$ cat config.mk
export PLATFORM = sky130hd
export DESIGN_NAME = moving_average_var
export DESIGN_NICKNAME = d
export VERILOG_FILES = /design/src/rtl/moving_average_var.sv
export SDC_FILE = /design/constraint.sdc
export NUM_CORES = 1
export LEC_CHECK = 0
export ABC_CLOCK_PERIOD_IN_PS = 6650
export CAP_MARGIN = 20
export CORE_MARGIN = 5
export CORE_UTILIZATION = 55
export DETAILED_ROUTE_END_ITERATION = 7
export PLACE_DENSITY = 0.72
export SLEW_MARGIN = 20
export SYNTH_ARGS = -nofsm -noshare
export SYNTH_HDL_FRONTEND = slang
export SYNTH_SLANG_ARGS = --single-unit
export TNS_END_PERCENT = 20
$ cat constraint.sdc
create_clock -name clk -period 6.65 [get_ports clk]
set_clock_uncertainty 0.15 [all_clocks]
set_input_delay 0.665 -clock clk [delete_from_list [all_inputs] [get_ports clk]]
set_output_delay 0.665 -clock clk [all_outputs]
set_load 0.1 [all_outputs]
$ cat src/rtl/moving_average_var.sv
// Variable-length moving average over the last 2^P samples (P = clamped power_sel).
// Define MOVING_AVERAGE_VAR_ROUND_EN for round-half-up output instead of truncation.
module moving_average_var #(
  parameter int DATA_W    = 10,
  parameter int MAX_POWER = 4
) (
  input  logic              clk,
  input  logic              reset,
  input  logic [DATA_W-1:0] data_in,
  input  logic              strobe_in,
  input  logic [2:0]        power_sel,
  input  logic              clear,
  output logic [DATA_W-1:0] data_out,
  output logic              strobe_out,
  output logic              filled
);

  localparam int          DEPTH = 1 << MAX_POWER;
  localparam int          SUM_W = DATA_W + MAX_POWER;
  localparam int          PTR_W = MAX_POWER;
  localparam logic [2:0]  MAX_P = 3'(MAX_POWER);

  logic [DATA_W-1:0] sample_buf [DEPTH];
  logic [PTR_W-1:0]  wr_ptr;
  logic [SUM_W-1:0]  sum;
  logic [2:0]        p;
  logic [PTR_W:0]    fill_cnt;

  logic [2:0]        eff_p;
  logic [2:0]        out_p;
  logic              reload;
  logic [PTR_W:0]    win_len;
  logic [PTR_W-1:0]  rd_idx;
  logic [SUM_W-1:0]  new_sum;
`ifdef MOVING_AVERAGE_VAR_ROUND_EN
  logic [SUM_W:0]    rnd_inc;
`endif

  always_comb begin
    eff_p   = (power_sel > MAX_P) ? MAX_P : power_sel;
    reload  = (eff_p != p);
    out_p   = reload ? eff_p : p;
    win_len = (PTR_W+1)'(1) << p;
    // At P == MAX_POWER the offset wraps to 0, so the slot about to be
    // overwritten is exactly the oldest sample leaving the window.
    rd_idx  = wr_ptr - win_len[PTR_W-1:0];
    if (reload)
      new_sum = SUM_W'(data_in);
    else
      new_sum = sum + SUM_W'(data_in) - SUM_W'(sample_buf[rd_idx]);
`ifdef MOVING_AVERAGE_VAR_ROUND_EN
    rnd_inc = '0;
    if (out_p != 3'd0)
      rnd_inc = (SUM_W+1)'(1) << (out_p - 3'd1);
`endif
  end

  assign filled = (fill_cnt == win_len);

  always_ff @(posedge clk or posedge reset) begin
    if (reset) begin
      for (int unsigned i = 0; i < DEPTH; i++)
        sample_buf[i] <= '0;
      wr_ptr     <= '0;
      sum        <= '0;
      p          <= '0;
      fill_cnt   <= '0;
      data_out   <= '0;
      strobe_out <= 1'b0;
    end else begin
      strobe_out <= 1'b0;
      if (clear) begin
        for (int unsigned i = 0; i < DEPTH; i++)
          sample_buf[i] <= '0;
        wr_ptr   <= '0;
        sum      <= '0;
        fill_cnt <= '0;
      end else if (strobe_in) begin
        // A power change flushes history; the new sample's write below
        // overrides the flush of its own slot.
        if (reload)
          for (int unsigned i = 0; i < DEPTH; i++)
            sample_buf[i] <= '0;
        sample_buf[wr_ptr] <= data_in;
        wr_ptr <= wr_ptr + PTR_W'(1);
        sum    <= new_sum;
        p      <= out_p;
        if (reload)
          fill_cnt <= (PTR_W+1)'(1);
        else if (fill_cnt != win_len)
          fill_cnt <= fill_cnt + (PTR_W+1)'(1);
`ifdef MOVING_AVERAGE_VAR_ROUND_EN
        data_out <= DATA_W'(({1'b0, new_sum} + rnd_inc) >> out_p);
`else
        data_out <= DATA_W'(new_sum >> out_p);
`endif
        strobe_out <= 1'b1;
      end
    end
  end

endmodule
==> results of run 1 <==
-- per-stage QoR --
step | std cells | cell area (sq um) | utilization [%] | worst slack [ns] | total power (uW)
final | 1292 | 11500 | 61.5 | 0.511 | 3190
after global routing | 1292 | 11500 | 61.5 | 0.116 | 3330
after CTS | 1292 | 11500 | 61.5 | 0.622 | 3200
after detailed placement | 1260 | 11000 | 58.4 | 0.652 | 2170
after global placement | 1260 | 11000 | 58.4 | 0.775 | 2160
after floorplan | 1050 | 10500 | - | 0.466 | 1940
-- metal layers --
layer  up-vias  routed length (um)
li1       3706                   -
met1      4005               11500
met2       291               13300
met3        45                2160
met4         0                 588
met5         -                   0
-- report_power, final --
group | total (uW) | switching (uW) | internal (uW)
combinational | 895 | 589 | 307
clock | 1040 | 494 | 541
sequential | 1260 | 31.2 | 1230
-- final timing paths --
kind | from | end | slack [ns] | cells after the start
setup reg to reg | p[0] | data_out[6] | 0.51 | 17
setup / recovery | p[0] | data_out[6] | 0.51 | 17
hold / removal | sample_buf[137] | sample_buf[137] | 0.33 | 2
hold reg to reg | sample_buf[137] | sample_buf[137] | 0.33 | 2
max in group asynchronous | reset | wr_ptr[2] | 4.53 | 3
min in group asynchronous | reset | sample_buf[144] | 0.56 | 2
-- state kept, by name (all words and copies together), names as in the netlist --
signal and count:
strobe_out 1, data_out 10, wr_ptr 4, p 3, fill_cnt 5, sum 14
sample_buf 160
-- final cells by class --
cell class	count	area [sq um]	share of cell area [%]
multi-input cells	747	5180	44.9
repair buffers	44	400	3.47
inverters	38	150	1.30
well taps	234	293	2.54
clock inverters	13	144	1.25
flip-flops and latches	197	4930	42.7
clock buffers	19	443	3.84
-- synth_stat cells, types with 3 or more instances --
library cell               count  area [sq um]
sky130_fd_sc_hd__o31ai_1       3          22.5
sky130_fd_sc_hd__a21o_1        4          30.0
sky130_fd_sc_hd__buf_1        10          37.5
sky130_fd_sc_hd__nand2b_1      7          43.8
sky130_fd_sc_hd__mux2i_1      28           280
sky130_fd_sc_hd__xor2_1        8          70.1
sky130_fd_sc_hd__dfrtp_1     197          4930
sky130_fd_sc_hd__o211ai_1      3          22.5
sky130_fd_sc_hd__mux4_2       40           901
sky130_fd_sc_hd__a31oi_1       8          50.1
sky130_fd_sc_hd__a21boi_0      3          22.5
sky130_fd_sc_hd__inv_1        37           139
sky130_fd_sc_hd__o21ai_1      46           230
sky130_fd_sc_hd__a211oi_1     22           165
sky130_fd_sc_hd__nand2_1     211           792
sky130_fd_sc_hd__o32ai_1       3          26.3
sky130_fd_sc_hd__buf_2         8          40.0
sky130_fd_sc_hd__o21a_1        5          37.5
sky130_fd_sc_hd__nor4_1        4          25.0
sky130_fd_sc_hd__a32o_1       10           100
sky130_fd_sc_hd__clkbuf_1     49           184
sky130_fd_sc_hd__o21ai_4       8           130
sky130_fd_sc_hd__fa_1         11           220
sky130_fd_sc_hd__xnor2_1       9          78.8
sky130_fd_sc_hd__mux2_2       11           124
sky130_fd_sc_hd__ha_1         22           275
sky130_fd_sc_hd__o21ai_0     123           616
sky130_fd_sc_hd__nand3_1      14          70.1
sky130_fd_sc_hd__nand3b_1      3          22.5
sky130_fd_sc_hd__nor2_1       53           199
sky130_fd_sc_hd__nor2b_1       6          37.5
sky130_fd_sc_hd__nor3b_1       3          22.5
sky130_fd_sc_hd__o21ai_2       9          78.8
sky130_fd_sc_hd__o22ai_1       6          37.5
sky130_fd_sc_hd__nor3_1        6          30.0
sky130_fd_sc_hd__a21oi_1      29           145
-- cell families after synthesis --
| kind of cell | count (synthesis) | synth area share (%) |
|---|---|---|
| adders and majority gates | 33 | 4.71 |
| xor gates and xnor gates | 17 | 1.42 |
| buffers and inverters | 106 | 3.92 |
| and+or+nand+nor | 319 | 12.7 |
| muxes | 79 | 12.4 |
| AOI/OAI and AO/OA | 299 | 17.9 |
| DFF | 197 | 46.9 |
-- worst max-delay path, stage by stage, from the launching register on --
cell and delay, ns:
sky130_fd_sc_hd__dfrtp_1 0.51, sky130_fd_sc_hd__nor3_1 0.34, sky130_fd_sc_hd__ha_2 0.23, sky130_fd_sc_hd__inv_1 0.06
sky130_fd_sc_hd__fa_2 0.78, sky130_fd_sc_hd__buf_4 0.26, sky130_fd_sc_hd__mux4_2 0.31, sky130_fd_sc_hd__mux2i_1 0.15
sky130_fd_sc_hd__nor2_1 0.07, sky130_fd_sc_hd__a21oi_1 0.25, sky130_fd_sc_hd__fa_1 0.46, sky130_fd_sc_hd__ha_1 0.37
sky130_fd_sc_hd__a2111oi_0 0.73, sky130_fd_sc_hd__a21oi_1 0.24, sky130_fd_sc_hd__xnor2_1 0.25, sky130_fd_sc_hd__o32ai_1 0.47
sky130_fd_sc_hd__a211oi_1 0.11, sky130_fd_sc_hd__nor4_1 0.31
==> PnR_summary.wiki, run 1 <==
{| class="wikitable"
! Metric !! Value
|-
| Outcome || finished, final reports clean
|-
| Maximum clock rate || 0.163 GHz
|-
| Post-detailed-placement half-perimeter wirelength || 18.7 mm
|-
| Final hold violations || 0
|-
| Count of cell types in the netlist || 61
|-
| Core region area || 18800 sq um
|-
| Crit path capture type || register
|-
| Number of iterations in the first detailed-routing pass || 5
|-
| Met3 track utilization from global routing || 7.34%
|-
| Cell leakage power || 0.00497 uW
|-
| Peak supply drop || 0.000175 V
|-
| CTS Root Cell || sky130_fd_sc_hd__clkbuf_16
|-
| Post-synth EDFFs || 0
|-
| Clock Tree Buf Depth || 2
|-
| Net count after synthesis || 1100
|-
| Time the worst path needs with I/O delays and setup || 6.14 ns
|-
| Num ports || 29
|-
| Maxcap violations || 0
|-
| Die Footprint || 22000 sq um
|-
| Synthesized area per cell || 10.0 sq um
|-
| GRT Util Overall || 26.0%
|-
| Clock tree from TritonCTS || yes
|-
| Worst endpoint data arrival time || 6.32 ns
|-
| Most Used Layer, Global Route || met2
|-
| Fraction of met2 tracks used by global routing || 40.4%
|-
| Wire length of the first global-routing pass || 44.6 mm
|-
| Most frequent standard cell in the layout excluding fill and tap cells || sky130_fd_sc_hd__nand2_1
|-
| Number of levels in the clock H-tree || 4
|-
| Area added between synthesis and finish || 9.81%
|-
| Remaining global-route overflow || 0
|-
| Overall via count from detail_route || 8047
|-
| Critical path data required time || 6.84 ns
|-
| Count of state elements after synthesis || 197
|-
| Die W || 148 um
|-
| Insertion delay of the later-clocked pin in the worst-skew pair || 0.44 ns
|-
| Min Hold Slack || 0.329 ns
|-
| Layout net count || 1095
|-
| Worst slew slack as a fraction of its limit || 23.2%
|-
| Placer Congestion || 0.954
|-
| # Post-CTS Setup Buffers || 0
|-
| Setup Viol. Count Final || 0
|-
| Instance count of the mapped netlist || 1050
|-
| Via-per-instance ratio || 6.23
|-
| Count of buffers inserted at the top-level ports || 28
|-
| Die H || 148 um
|-
| Fraction of registers with async set/reset || 100%
|-
| Critical-path maximum fanout || 13
|-
| Sequential element share of the synthesized area || 46.9%
|-
| Resized cells post-CTS || 0
|-
| Worst Setup Start Kind || register
|-
| Number of warnings reported in the yosys synthesis log || 0
|-
| Most instantiated flip-flop cell in the synthesis netlist || sky130_fd_sc_hd__dfrtp_1
|-
| Antenna cell count || 0
|-
| Met1 Usage GRT || 35.9%
|-
| Pin count of the biggest net entering global routing || 82
|-
| Pin slew with the least headroom to its limit || 1.14 ns
|-
| Effective utilization at floorplan || 56.0%
|-
| Leading cell types in the layout, fill and taps excluded || 211 x sky130_fd_sc_hd__nand2_1, 197 x sky130_fd_sc_hd__dfrtp_1, 123 x sky130_fd_sc_hd__o21ai_0
|-
| Layout filler cell count || 1552
|-
| Cell area after synthesis || 10500 sq um
|-
| Power per cell area || 277 nW/um^2
|-
| Antenna Nets Post-Route || 0
|-
| Final critical-path share of the clock period || 92.3%
|-
| Final TNS setup || 0 ns
|-
| Clock sink count || 197
|-
| Type of the worst min-delay path || reg2reg
|-
| Violation count after the first detailed-route iteration || 690
|-
| Ratio of cells with drive above 1 in the final layout || 11.5%
|-
| Number of antenna violations at the first check in global routing || 0
|-
| Via count of the first global-routing pass || 8088
|-
| Setup repair after global routing missed its margin || no
|-
| Clock-pin slew reported for the worst setup and hold paths after clock tree synthesis || 0.08 ns
|-
| Hold buffer count at cts || 0
|-
| Post-route DRC violation count || 0
|-
| Final Slew Violations || 0
|-
| Total detailed-routing wirelength || 27.5 mm
|-
| Number of CTS-inserted buffers || 17
|-
| Critical path class || reg2reg
|-
| Site row count || 50
|-
| Routed len/inst || 21.3 um
|}
Note: power is estimated with default switching activity, not from simulation.
==> inputs of run 2 (changes only) <==
- ABC_CLOCK_PERIOD_IN_PS: 6650 -> 6910
- CORE_UTILIZATION: 55 -> 30
- PLACE_DENSITY: 0.72 -> default
- clock period: 6.65 -> 6.91 ns (I/O delays scaled with it)
==> PnR_summary.wiki, run 2 (synthesized netlist as in run 1, its figures left out) <==
{| class="wikitable"
! Metric !! Value
|-
| Outcome || finished, final reports clean
|-
| CP most frequent cell || sky130_fd_sc_hd__a21oi_1
|-
| Fraction of met2 tracks used by global routing || 24.6%
|-
| Final hold violations || 0
|-
| Worst endpoint data arrival time || 6.53 ns
|-
| Layout filler cell count || 3506
|-
| Pin slew with the least headroom to its limit || 1.07 ns
|-
| Setup repair after global routing missed its margin || no
|-
| Leading cell types in the layout, fill and taps excluded || 211 x sky130_fd_sc_hd__nand2_1, 197 x sky130_fd_sc_hd__dfrtp_1, 123 x sky130_fd_sc_hd__o21ai_0
|-
| Slowest cell on the critical path || sky130_fd_sc_hd__a2111oi_0
|-
| # Post-CTS Setup Buffers || 0
|-
| Clock Tree Buf Depth || 2
|-
| Critical-path maximum fanout || 20
|-
| Number of levels in the clock H-tree || 4
|-
| Critical path data required time || 7.10 ns
|-
| Insertion delay of the later-clocked pin in the worst-skew pair || 0.44 ns
|-
| Depth of the critical timing path with buffers and inverters included || 16
|-
| Wire length of the first global-routing pass || 47.5 mm
|-
| Number of CTS-inserted buffers || 17
|-
| Cell leakage power || 0.00500 uW
|-
| Antenna Nets Post-Route || 0
|-
| Pin count of the biggest net entering global routing || 136
|-
| Remaining global-route overflow || 0
|-
| Area added between synthesis and finish || 12.8%
|-
| Setup Viol. Count Final || 0
|-
| Peak supply drop || 0.000204 V
|-
| Overall via count from detail_route || 8133
|-
| Hold buffer count at cts || 0
|-
| End of the worst register-to-register path || data_out[6]
|-
| Startpoint of the worst setup timing path || p[0]
|-
| Max incr delay on CP || 0.79 ns
|-
| Top reg by flops || sample_buf
|-
| Maxcap violations || 0
|-
| CTS Root Cell || sky130_fd_sc_hd__clkbuf_16
|-
| Area of placed instances || 11200 sq um
|-
| Time the worst path needs with I/O delays and setup || 6.35 ns
|-
| Via-per-instance ratio || 5.38
|-
| Met3 track utilization from global routing || 3.21%
|-
| Worst Setup Start Kind || register
|-
| Core region area || 34500 sq um
|-
| Num ports || 29
|-
| Number of iterations in the first detailed-routing pass || 5
|-
| Flip-flop count of the largest register, all copies and words added || 160
|-
| Final critical-path share of the clock period || 91.8%
|-
| Ratio of cells with drive above 1 in the final layout || 11.6%
|-
| End point of the critical path || data_out[6]
|-
| Final Slew Violations || 0
|-
| CP top delay family || compound AO/OA/AOI/OAI gates
|-
| Post-detailed-placement half-perimeter wirelength || 20.4 mm
|-
| Origin of the critical flop-to-flop path || p[0]
|-
| Violation count after the first detailed-route iteration || 914
|-
| Routed len/inst || 19.6 um
|-
| Cells traversed along the worst timing path || nor3_1, ha_2, inv_1, fa_2, buf_4, mux4_2, mux2_2, a21oi_1, fa_1, ha_1, a2111oi_0, a21oi_1, xnor2_1, o32ai_1, a211oi_1, nor4_1
|-
| Total detailed-routing wirelength || 29.7 mm
|-
| Resized cells post-CTS || 0
|-
| Met1 Usage GRT || 21.8%
|-
| Effective utilization at floorplan || 30.4%
|-
| Registers with the most flip-flops || sample_buf (160), sum (14), data_out (10)
|-
| Flop-to-flop setup slack || 0.56 ns
|-
| Clock tree from TritonCTS || yes
|-
| Site row count || 68
|-
| Critical path class || reg2reg
|-
| Final std cell area, no fill || 11900 sq um
|-
| Clock-pin slew reported for the worst setup and hold paths after clock tree synthesis || 0.08 ns
|-
| Final TNS setup || 0 ns
|-
| Die W || 197 um
|-
| Type of the worst min-delay path || reg2reg
|-
| Maximum clock rate || 0.158 GHz
|-
| Via count of the first global-routing pass || 8112
|-
| Power per cell area || 263 nW/um^2
|-
| Clock sink count || 197
|-
| Count of buffers inserted at the top-level ports || 28
|-
| Worst r2r path cells || 16
|-
| Most Used Layer, Global Route || met2
|-
| Number of antenna violations at the first check in global routing || 0
|-
| Layout net count || 1095
|-
| Placer Congestion || 0.900
|-
| Die H || 197 um
|-
| Antenna cell count || 0
|-
| GRT Util Overall || 15.5%
|-
| Crit path capture type || register
|-
| Most frequent standard cell in the layout excluding fill and tap cells || sky130_fd_sc_hd__nand2_1
|-
| Number of buffers and inverters on the critical path || 2
|-
| Worst slew slack as a fraction of its limit || 28.5%
|-
| Post-route DRC violation count || 0
|-
| Die Footprint || 38900 sq um
|}
[run 2: changes by cell type in the layout (fill, tap and decap cells not counted), sizes merged]
cell	delta
clkinv	+4
clkbuf	-1
clkinvlp	-4
inv	+1
[run 2: layout make-up]
class,instances,area [sq um],area share [%]
Clock buffer,18,439,3.71
Sequential cell,197,4930,41.6
Timing Repair Buffer,44,400,3.38
Multi-Input combinational cell,747,5180,43.7
Clock inverter,14,183,1.54
Inverter,38,150,1.27
Tap cell,455,569,4.80
[run 2: worst min path at each step]
stage | slack [ns] | cells after the start | to | startpoint
floorplan | 0.29 | 2 | sample_buf[40] | sample_buf[40]
global placement | 0.31 | 2 | sample_buf[135] | sample_buf[135]
detailed placement | 0.32 | 2 | sample_buf[96] | sample_buf[96]
CTS | 0.33 | 2 | sample_buf[96] | sample_buf[96]
global route | 0.36 | 2 | sample_buf[12] | sample_buf[12]
finish | 0.33 | 2 | sample_buf[80] | sample_buf[80]
[run 2: report_power, final]
part | total (uW) | switching, uW | internal (uW)
Combinational | 866 | 573 | 293
Sequential | 1210 | 29.4 | 1180
Clock | 1040 | 508 | 535
Total | 3120 | 1110 | 2010
[run 2: metal layers]
metal	wire length [um]	share of wire (%)
met4	698	2.4
met1	13200	45
met5	0	0
met2	13800	47
met3	1950	6.6
[run 2: worst register-to-register path: stages (launching register included)]
cell and delay, ns:
sky130_fd_sc_hd__dfrtp_1 0.52, sky130_fd_sc_hd__nor3_1 0.41, sky130_fd_sc_hd__ha_2 0.25, sky130_fd_sc_hd__inv_1 0.06, sky130_fd_sc_hd__fa_2 0.58, sky130_fd_sc_hd__buf_4 0.32
sky130_fd_sc_hd__mux4_2 0.38, sky130_fd_sc_hd__mux2_2 0.28, sky130_fd_sc_hd__a21oi_1 0.25, sky130_fd_sc_hd__fa_1 0.47, sky130_fd_sc_hd__ha_1 0.36, sky130_fd_sc_hd__a2111oi_0 0.79
sky130_fd_sc_hd__a21oi_1 0.23, sky130_fd_sc_hd__xnor2_1 0.25, sky130_fd_sc_hd__o32ai_1 0.54, sky130_fd_sc_hd__a211oi_1 0.11, sky130_fd_sc_hd__nor4_1 0.30
[run 2: stage by stage]
step / hold WS, ns / util (%) / setup slack [ns] / total power [uW] / instances
final: 0.330 / 34.3 / 0.565 / 3120 / 1513
after global routing: 0.355 / 34.3 / 0.307 / 3260 / 1513
after CTS: 0.334 / 34.3 / 0.668 / 3130 / 1513
after detailed placement: 0.316 / 32.5 / 0.749 / 2090 / 1481
after global placement: 0.307 / 32.5 / 0.922 / 2090 / 1481
after floorplan: 0.295 / - / 0.700 / 1870 / 1050
